[config.mk]
export PLATFORM = sky130hd
export DESIGN_NAME = seq_signed_divider
export DESIGN_NICKNAME = d
export VERILOG_FILES = /design/src/rtl/seq_signed_divider.sv
export SDC_FILE = /design/constraint.sdc
export NUM_CORES = 1
export LEC_CHECK = 0
export CAP_MARGIN = 20
export CORE_MARGIN = 1.5
export CORE_UTILIZATION = 51
export DETAILED_ROUTE_END_ITERATION = 7
export GPL_TIMING_DRIVEN = 0
export PLACE_DENSITY_LB_ADDON = 0.1
export SLEW_MARGIN = 20
export SYNTH_ARGS = -nofsm -noshare
export SYNTH_HDL_FRONTEND = slang
export SYNTH_SLANG_ARGS = --single-unit
[constraint.sdc]
create_clock -name clk -period 2.1 [get_ports clk]
set_input_delay 0.525 -clock clk [delete_from_list [all_inputs] [get_ports clk]]
set_output_delay 0.525 -clock clk [all_outputs]
set_load 0.03 [all_outputs]
[src/rtl/seq_signed_divider.sv]
// Multi-cycle signed divider: 2N-bit dividend / N-bit divisor, truncating toward zero.
// Restoring algorithm on magnitudes, sign fix-up and overflow detection in a final cycle.
module seq_signed_divider #(
    parameter int N = 8
) (
    input  logic           clk,
    input  logic           rst_n,
    input  logic           go,
    input  logic [2*N-1:0] p,
    input  logic [N-1:0]   din,
    output logic           done,
    output logic [N-1:0]   q,
    output logic [N-1:0]   r,
    output logic           err
);

    localparam int CW = $clog2(2 * N);
    localparam logic [2*N-1:0] LIM_POS = {{(N + 1){1'b0}}, {(N - 1){1'b1}}};
    localparam logic [2*N-1:0] LIM_NEG = LIM_POS + 1'b1;

    typedef enum logic [1:0] {
        S_IDLE,
        S_RUN,
        S_FIX,
        S_DONE
    } state_t;

    state_t         state_q, state_d;
    logic [2*N-1:0] dvd_q, dvd_d;
    logic [N:0]     rem_q, rem_d;
    logic [N-1:0]   dmag_q, dmag_d;
    logic           sgn_q_q, sgn_q_d;
    logic           sgn_r_q, sgn_r_d;
    logic           zflag_q, zflag_d;
    logic [CW-1:0]  cnt_q, cnt_d;
    logic           done_q, done_d;
    logic [N-1:0]   quo_q, quo_d;
    logic [N-1:0]   rmd_q, rmd_d;
    logic           err_q, err_d;

    logic [N:0]     shifted;
    logic           ovf;

    always_comb begin
        state_d = state_q;
        dvd_d   = dvd_q;
        rem_d   = rem_q;
        dmag_d  = dmag_q;
        sgn_q_d = sgn_q_q;
        sgn_r_d = sgn_r_q;
        zflag_d = zflag_q;
        cnt_d   = cnt_q;
        done_d  = done_q;
        quo_d   = quo_q;
        rmd_d   = rmd_q;
        err_d   = err_q;

        // rem stays below |din| <= 2^(N-1), so its low N bits carry the full value
        shifted = {rem_q[N-1:0], dvd_q[2*N-1]};
        ovf     = sgn_q_q ? (dvd_q > LIM_NEG) : (dvd_q > LIM_POS);

        unique case (state_q)
            S_IDLE: begin
                done_d = 1'b0;
                if (go) begin
                    dvd_d   = p[2*N-1] ? -p : p;
                    dmag_d  = din[N-1] ? -din : din;
                    sgn_q_d = p[2*N-1] ^ din[N-1];
                    sgn_r_d = p[2*N-1];
                    zflag_d = (din == '0);
                    rem_d   = '0;
                    cnt_d   = '0;
                    state_d = S_RUN;
                end
            end
            S_RUN: begin
                if (shifted >= {1'b0, dmag_q}) begin
                    rem_d = shifted - {1'b0, dmag_q};
                    dvd_d = {dvd_q[2*N-2:0], 1'b1};
                end else begin
                    rem_d = shifted;
                    dvd_d = {dvd_q[2*N-2:0], 1'b0};
                end
                cnt_d = cnt_q + 1'b1;
                if (cnt_q == CW'(2 * N - 1)) begin
                    state_d = S_FIX;
                end
            end
            S_FIX: begin
                if (zflag_q || ovf) begin
                    err_d = 1'b1;
                    quo_d = '0;
                    rmd_d = '0;
                end else begin
                    err_d = 1'b0;
                    quo_d = sgn_q_q ? -dvd_q[N-1:0] : dvd_q[N-1:0];
                    rmd_d = sgn_r_q ? -rem_q[N-1:0] : rem_q[N-1:0];
                end
                done_d  = 1'b1;
                state_d = S_DONE;
            end
            S_DONE: begin
                if (!go) begin
                    done_d  = 1'b0;
                    state_d = S_IDLE;
                end
            end
            default: state_d = S_IDLE;
        endcase
    end

    always_ff @(posedge clk or negedge rst_n) begin
        if (!rst_n) begin
            state_q <= S_IDLE;
            dvd_q   <= '0;
            rem_q   <= '0;
            dmag_q  <= '0;
            sgn_q_q <= 1'b0;
            sgn_r_q <= 1'b0;
            zflag_q <= 1'b0;
            cnt_q   <= '0;
            done_q  <= 1'b0;
            quo_q   <= '0;
            rmd_q   <= '0;
            err_q   <= 1'b0;
        end else begin
            state_q <= state_d;
            dvd_q   <= dvd_d;
            rem_q   <= rem_d;
            dmag_q  <= dmag_d;
            sgn_q_q <= sgn_q_d;
            sgn_r_q <= sgn_r_d;
            zflag_q <= zflag_d;
            cnt_q   <= cnt_d;
            done_q  <= done_d;
            quo_q   <= quo_d;
            rmd_q   <= rmd_d;
            err_q   <= err_d;
        end
    end

    assign done = done_q;
    assign q    = quo_q;
    assign r    = rmd_q;
    assign err  = err_q;

endmodule

==> implementation parameters, run 1 <==
Parameter                              Value

Cells and area
  Final-layout fill cell count    634
  Final nets    515
  Share of post-route cells with drive strength above 1    0.116
  Diode count    0
  Area added between synthesis and finish    24.8%
  Summed area of non-filler cells in the final layout    roughly 0.0047 mm2

Clocking
  Skew-Pair Late Insertion Delay    0.34 ns
  Clock edge transition at the registers on the reported setup and hold paths    0.07 ns
  Sink count of the clock tree    59
  Clk buf depth    2
  TritonCTS clock tree    yes
  Clock Tree Root    clkbuf_8
  Num CTS Buffers    9
  Maximum level of the CTS H-tree    3
  Hold Buf Count CTS    0

Worst setup path
  R2r startpoint    rem_q[5]
  Series of cell instances along the critical path    ha_4 -> a21o_1 -> a211o_1 -> a31oi_4 -> buf_6 -> mux2i_1 -> o22ai_1
  Setup CP Type    flop to flop
  Worst Path Required    2.32 ns
  Crit path arrival time    ~2.3 ns
  Sort of element at the start of the critical path    flop
  Worst R2R Setup Slack    0.06 ns
  Depth of the worst register-to-register path    7
  Critical path capture point type    flop
  Crit-path slowest cell    dfrtp_2
  Critical path buffers and inverters    1
  Maximum net fanout on the critical path    10
  Top Family by Delay on Critical Path    compound AO/OA/AOI/OAI gates
  Endpoint of the most critical register-to-register path    rem_q[1]
  Critical path's largest stage delay    0.48 ns

Synth
  Gate count of the mapped netlist    413
  Share of synthesized area occupied by flip-flops and latches    0.394
  Number of flops mapped to enable cells by yosys    0
  Leading area contributor after synthesis    dfrtp_1
  Cell area after synthesis    0.00375 mm2
  Synth warn    0
  Synth Net Count    459
  Syn_area_per_cell    9.08 um2
  Netlist cell types    56
  Proportion of register bits with asynchronous set or reset after synthesis    1.00
  Dominant register cell in the synthesized netlist    dfrtp_1
  Share of the synthesized area in the top cell type    0.394
  Main area contributors after synthesis    dfrtp_1, xor2_1, ha_1
  #FFs+latches synth    59

STA
  Tmin final    approximately 2.0 ns
  TNS Setup    0 ns
  Number of hold violations in the final report    0
  Peak clock frequency supported by timing    between 400 and 500 MHz
  Slew @ Worst Pin    0.526 ns
  Hold Slack    0.0515 ns
  Post-Route Skew    roughly 0.0057 ns
  Post-layout worst setup margin    just over 0.06 ns
  Period utilization    0.971
  Total setup violations reported at the end of the flow    0
  Rel. slew slack    0.649
  Final Max Slew Viols    0

Place
  Final RePlAce weighted congestion    0.865
  Placed Area    0.00431 mm2
  Port bufs    42
  Minimum setup slack after placement    -0.343 ns
  HPWL Detailed    6.35 mm

Power and ir drop
  Switching power as a share of total power    0.414
  Cell Pwr Density    1450 mW/mm2
  Part of the total power dissipated in the clock network    0.203
  Internal Dissipation    between 0.003 and 0.004 W
  Switch Pwr    0.00281 W
  Power after layout    between 0.006 and 0.007 W
  Fraction of power consumed by combinational cells    0.526
  Leakage power figure    2.04 nW
  Maximum VDD drop    roughly 0.52 mV
  Flop pwr share    0.271

GRT
  Global-route congestion overflow total    0
  Maximum number of pins on one net before global-route repair    around 40
  Wire length of the first global-routing pass    13.8 mm
  Number of antenna violations at the first check in global routing    0
  Vias in the first global route    2914
  Total track usage    0.231

Routing
  1st-pass router iterations    4
  Number of DRC violations after detailed routing    0
  Final wirelength    8.49 mm
  Avg WL per Cell    14.8 um
  Residual antenna-violating net count after detailed routing    0
  Number of design-rule violations left by the first detailed-router iteration    approximately 140
  Average vias per placed instance    5.54
  Routed via count    3172

Floorplanning
  Core Area    between 0.007 and 0.008 mm2
  Number of placed I/O pins    45
  Die span in x    88.8 um
  Effective utilization at floorplan    0.523
  Height of the die    between 80 and 90 um
  Die ar.    0.00788 mm2
  Count of standard-cell rows    31

Run
  Number of maximum-capacitance constraint violations    0

Outcome
  Outcome    completed

Hold path
  Min-delay worst type    input pin to async pin
==> worst max-delay path by stage <==
stage / start / end / depth (start not counted) / slack (ns)
2_1_floorplan: rem_q[5] / rem_q[1] / 7 / 0.06
3_3_place_gp: rst_n / dmag_q[7] / 1 / -1.36
3_5_place_dp: din[0] / dmag_q[6] / 8 / -0.34
4_1_cts: rem_q[4] / rem_q[1] / 7 / 0.003
5_1_grt: p[3] / dvd_q[12] / 6 / -0.03
6_report: rem_q[5] / rem_q[1] / 7 / 0.06
==> flip-flops by register name (all words and copies together), names as in the netlist, 2 cells and up <==
signal   flops
rem_q        8
r            8
cnt_q        4
state_q      2
dmag_q       8
q            8
dvd_q       16
==> layout by cell type, fill, tap and decap left out, drive strengths merged, types with 3 or more instances in the layout <==
cell,instances
ha,18
nand4b,3
nand3,5
dlymetal6s2s,3
nor4,3
and3,5
nor3,8
xor2,26
bufinv,4
dfrtp,59
mux2i,12
o21ai,33
xnor2,9
nor3b,4
a21oi,14
a32oi,3
nor2,21
clkbuf,23
a31oi,8
inv,41
clkdlybuf4s50,38
or3,4
a211oi,3
a221oi,3
o22ai,20
buf,12
a22o,4
a21o,4
nand2,36
o31ai,7
o41ai,3
nor2b,8
nand2b,3
==> final cells by class <==
class	instances	area, um2	area share
Buffer	20	92.6	0.0198
Clock buffer	9	124	0.0265
Clock inverter	7	140	0.0299
Inverter	41	154	0.0329
Multi-Input combinational cell	291	2090	0.447
Sequential cell	59	1480	0.316
Tap cell	99	124	0.0265
Timing Repair Buffer	47	475	0.102
==> synth_stat cells, types with 5 or more instances <==
master    number
mux2i_1       12
xnor2_1        9
nor3_1         8
buf_2          6
o22ai_1       20
inv_1         41
dfrtp_1       59
nor2b_1        8
xor2_1        26
nand2_1       36
o21ai_0       29
and3_1         5
a31oi_1        7
nand3_1        5
clkbuf_1      15
o31ai_1        6
nor2_1        21
ha_1          18
a21oi_1       14
==> timing repair <==
action,CTS,global route
pin swaps,1,4
buffers inserted,1,3
endpoints found under the setup margin,20,17
resized for setup,4,20
==> cell families after synthesis <==
family	after synthesis	synth area share
AOI/OAI and AO/OA	115	0.206
and+or+nand+nor	108	0.148
buffers and inverters	63	0.0670
DFF	59	0.394
xor gates and xnor gates	35	0.0817
adders and majority gates	19	0.0654
muxes	14	0.0380
==> per-layer routing <==
layer / vias to the layer above / track usage / share of wire
li1: 1578 / - / -
met1: 1529 / 0.313 / 0.47
met2: 56 / 0.368 / 0.48
met3: 9 / 0.0494 / 0.039
met4: 0 / 0.0753 / 0.011
met5: - / 0 / 0
==> through the flow <==
step,util,cells
floorplan,-,413
global placement,0.599,554
detailed placement,0.601,555
CTS,0.642,571
global route,0.652,573
finish,0.652,573
==> power groups by stage <==
stage	clock (W)	sequential (W)	combinational [W]
after CTS	0.00140	0.00183	0.00339
after floorplan	0	0.00184	0.00251
final	0.00138	0.00184	0.00357
after global placement	0	0.00183	0.00324
after global routing	0.00144	0.00189	0.00399
after detailed placement	0	0.00185	0.00332
(Power assumes the default switching activity.)
==> run 2, diff against run 1 <==
- ABC_AREA: not set -> 1
- MAX_ROUTING_LAYER: not set -> met4
==> run 2 against run 1 <==
Synthesized cell count rose by 27%. Register-to-register slack improved by 0.19 ns. Combinational power rose by 3%. Cell count rose by 19%.
==> implementation parameters, run 2 <==
Parameter                              Value

Synth
  Ranking of synthesized cells by instance count    nand2_1, inv_1, dfrtp_1
  Netlist cell types    41
  Dominant register cell in the synthesized netlist    dfrtp_1
  Synth warn    0
  Most frequent cell after synthesis    nand2_1
  Leading area contributor after synthesis    dfrtp_1
  Share of the synthesized area in the top cell type    0.380
  Gate count of the mapped netlist    524
  #FFs+latches synth    59
  Share of synthesized area occupied by flip-flops and latches    0.380
  Cell area after synthesis    0.00389 mm2
  Synth Net Count    570
  Number of flops mapped to enable cells by yosys    0
  Syn_area_per_cell    7.42 um2
  Proportion of register bits with asynchronous set or reset after synthesis    1.00
  Main area contributors after synthesis    dfrtp_1, nand2_1, inv_1

STA
  Tmin final    1.88 ns
  Peak clock frequency supported by timing    ~530 MHz
  Total setup violations reported at the end of the flow    0
  Rel. slew slack    0.562
  Hold Slack    0.0957 ns
  Number of hold violations in the final report    0
  Post-Route Skew    0.0100 ns
  Unrepaired setup endpoints after global routing    no
  Final Max Slew Viols    0
  Post-layout worst setup margin    0.217 ns
  Period utilization    0.896
  TNS Setup    0 ns
  Slew @ Worst Pin    0.650 ns

Power and ir drop
  Cell Pwr Density    around 1400 mW/mm2
  Leakage power figure    2.33 nW
  Maximum VDD drop    0.813 mV
  Switching power as a share of total power    0.467
  Internal Dissipation    0.00349 W
  Flop pwr share    0.280
  Part of the total power dissipated in the clock network    0.159
  Fraction of power consumed by combinational cells    0.561
  Switch Pwr    0.00306 W

Routing
  Residual antenna-violating net count after detailed routing    0
  Number of DRC violations after detailed routing    0
  1st-pass router iterations    4
  Number of design-rule violations left by the first detailed-router iteration    ~140
  Routed via count    3474
  Final wirelength    around 8.4 mm
  Average vias per placed instance    5.09
  Avg WL per Cell    between 10 and 15 um

Worst setup path
  Sort of element at the start of the critical path    flop
  Top Family by Delay on Critical Path    buffers and inverters
  Critical path capture point type    primary output
  Critical path's largest stage delay    0.67 ns
  Series of cell instances along the critical path    clkdlybuf4s50_1
  Setup CP Type    flop to primary output
  Worst Path Required    1.57 ns
  Crit path arrival time    roughly 1.4 ns
  Maximum net fanout on the critical path    2
  Crit-path slowest cell    clkdlybuf4s50_1
  Critical path buffers and inverters    1

Clocking
  Clk buf depth    2
  Num CTS Buffers    9
  Clock edge transition at the registers on the reported setup and hold paths    around 0.07 ns
  Sink count of the clock tree    59
  Skew-Pair Late Insertion Delay    0.34 ns
  Hold Buf Count CTS    0
  TritonCTS clock tree    yes
  Clock Tree Root    clkbuf_8
  Maximum level of the CTS H-tree    3

Cells and area
  Area added between synthesis and finish    19.7%
  Final nets    roughly 630
  Final-layout fill cell count    around 640
  Most frequent standard cell in the layout excluding fill and tap cells    nand2_1
  Sequential standard cell area    0.00148 mm2
  Biggest register    dvd_q
  Diode count    0
  Max FFs per register    16
  Most used cells in the layout excluding fill and tap cells    nand2_1, inv_1, dfrtp_1, nand3_1
  Share of post-route cells with drive strength above 1    0.0942
  Final design utilization    0.635
  Area taken by multi-input logic gates    0.00208 mm2

GRT
  Maximum number of pins on one net before global-route repair    33
  Total track usage    0.228
  Vias in the first global route    3218
  Wire length of the first global-routing pass    14.7 mm
  Number of antenna violations at the first check in global routing    0
  Global-route congestion overflow total    0

Place
  Final RePlAce weighted congestion    approximately 0.85
  HPWL Detailed    6.58 mm
  Minimum setup slack after placement    -0.0817 ns
  Port bufs    43

Hold path
  Min-delay worst type    input pin to async pin

Floorplanning
  Count of standard-cell rows    31
  Die ar.    0.00816 mm2
  Die span in x    90.3 um
  Number of placed I/O pins    45
  Height of the die    around 90 um
  Core Area    approximately 0.0073 mm2
  Effective utilization at floorplan    0.530

Run
  Number of maximum-capacitance constraint violations    0

Outcome
  Outcome    completed
==> run 2: final timing paths <==
path,startpoint,endpoint,slack (ns),depth (start not counted)
min in group clk,err,err,0.48,1
setup / recovery,r[4],r[4],0.22,1
max in group asynchronous,rst_n,dmag_q[5],1.51,2
setup reg to reg,state_q[1],dvd_q[3],0.25,9
hold reg to reg,err,err,0.48,1
hold / removal,rst_n,q[0],0.1,1
==> run 2: cells by family after synthesis <==
logic type,after synthesis,synth area share
buf+inv,82,0.0862
xor+xnor,22,0.0495
flops,59,0.380
fa+ha+maj,19,0.0631
simple gates,264,0.296
compound gates,78,0.125
==> run 2: metal layers <==
metal / wire length [um] / GRT usage
met5: 0 / -
met4: 104 / 0.0714
met3: 303 / 0.0278
met2: 3840 / 0.353
met1: 4150 / 0.314
==> run 2: power by group through the flow <==
stage / Combinational (W) / Clock [W] / Sequential (W)
2_1_floorplan: 0.00284 / 0 / 0.00183
3_3_place_gp: 0.00359 / 0 / 0.00183
3_5_place_dp: 0.00367 / 0 / 0.00185
4_1_cts: 0.00369 / 0.00106 / 0.00183
5_1_grt: 0.00424 / 0.00112 / 0.00188
6_report: 0.00368 / 0.00104 / 0.00183
==> run 2: cell type report <==
class	instances	share of cell area
repair buffers	44	0.0962
clock inverters	5	0.0113
flip-flops and latches	59	0.317
clock buffers	11	0.0304
well taps	99	0.0266
multi-input cells	383	0.446
plain buffers	14	0.0175
inverters	68	0.0548
==> run 2: per-stage QoR <==
stage | total power (W) | cells | cell area (um2)
6_report | 0.00656 | 683 | 4660
5_1_grt | 0.00723 | 683 | 4660
4_1_cts | 0.00658 | 683 | 4650
3_5_place_dp | 0.00552 | 667 | 4460
3_3_place_gp | 0.00542 | 666 | 4440
2_1_floorplan | 0.00467 | 524 | 3890
==> run 2: repair_timing <==
item / in CTS / in global routing
resized for setup: 0 / 2
buffers inserted: 0 / 0
endpoints found under the setup margin: 0 / 4
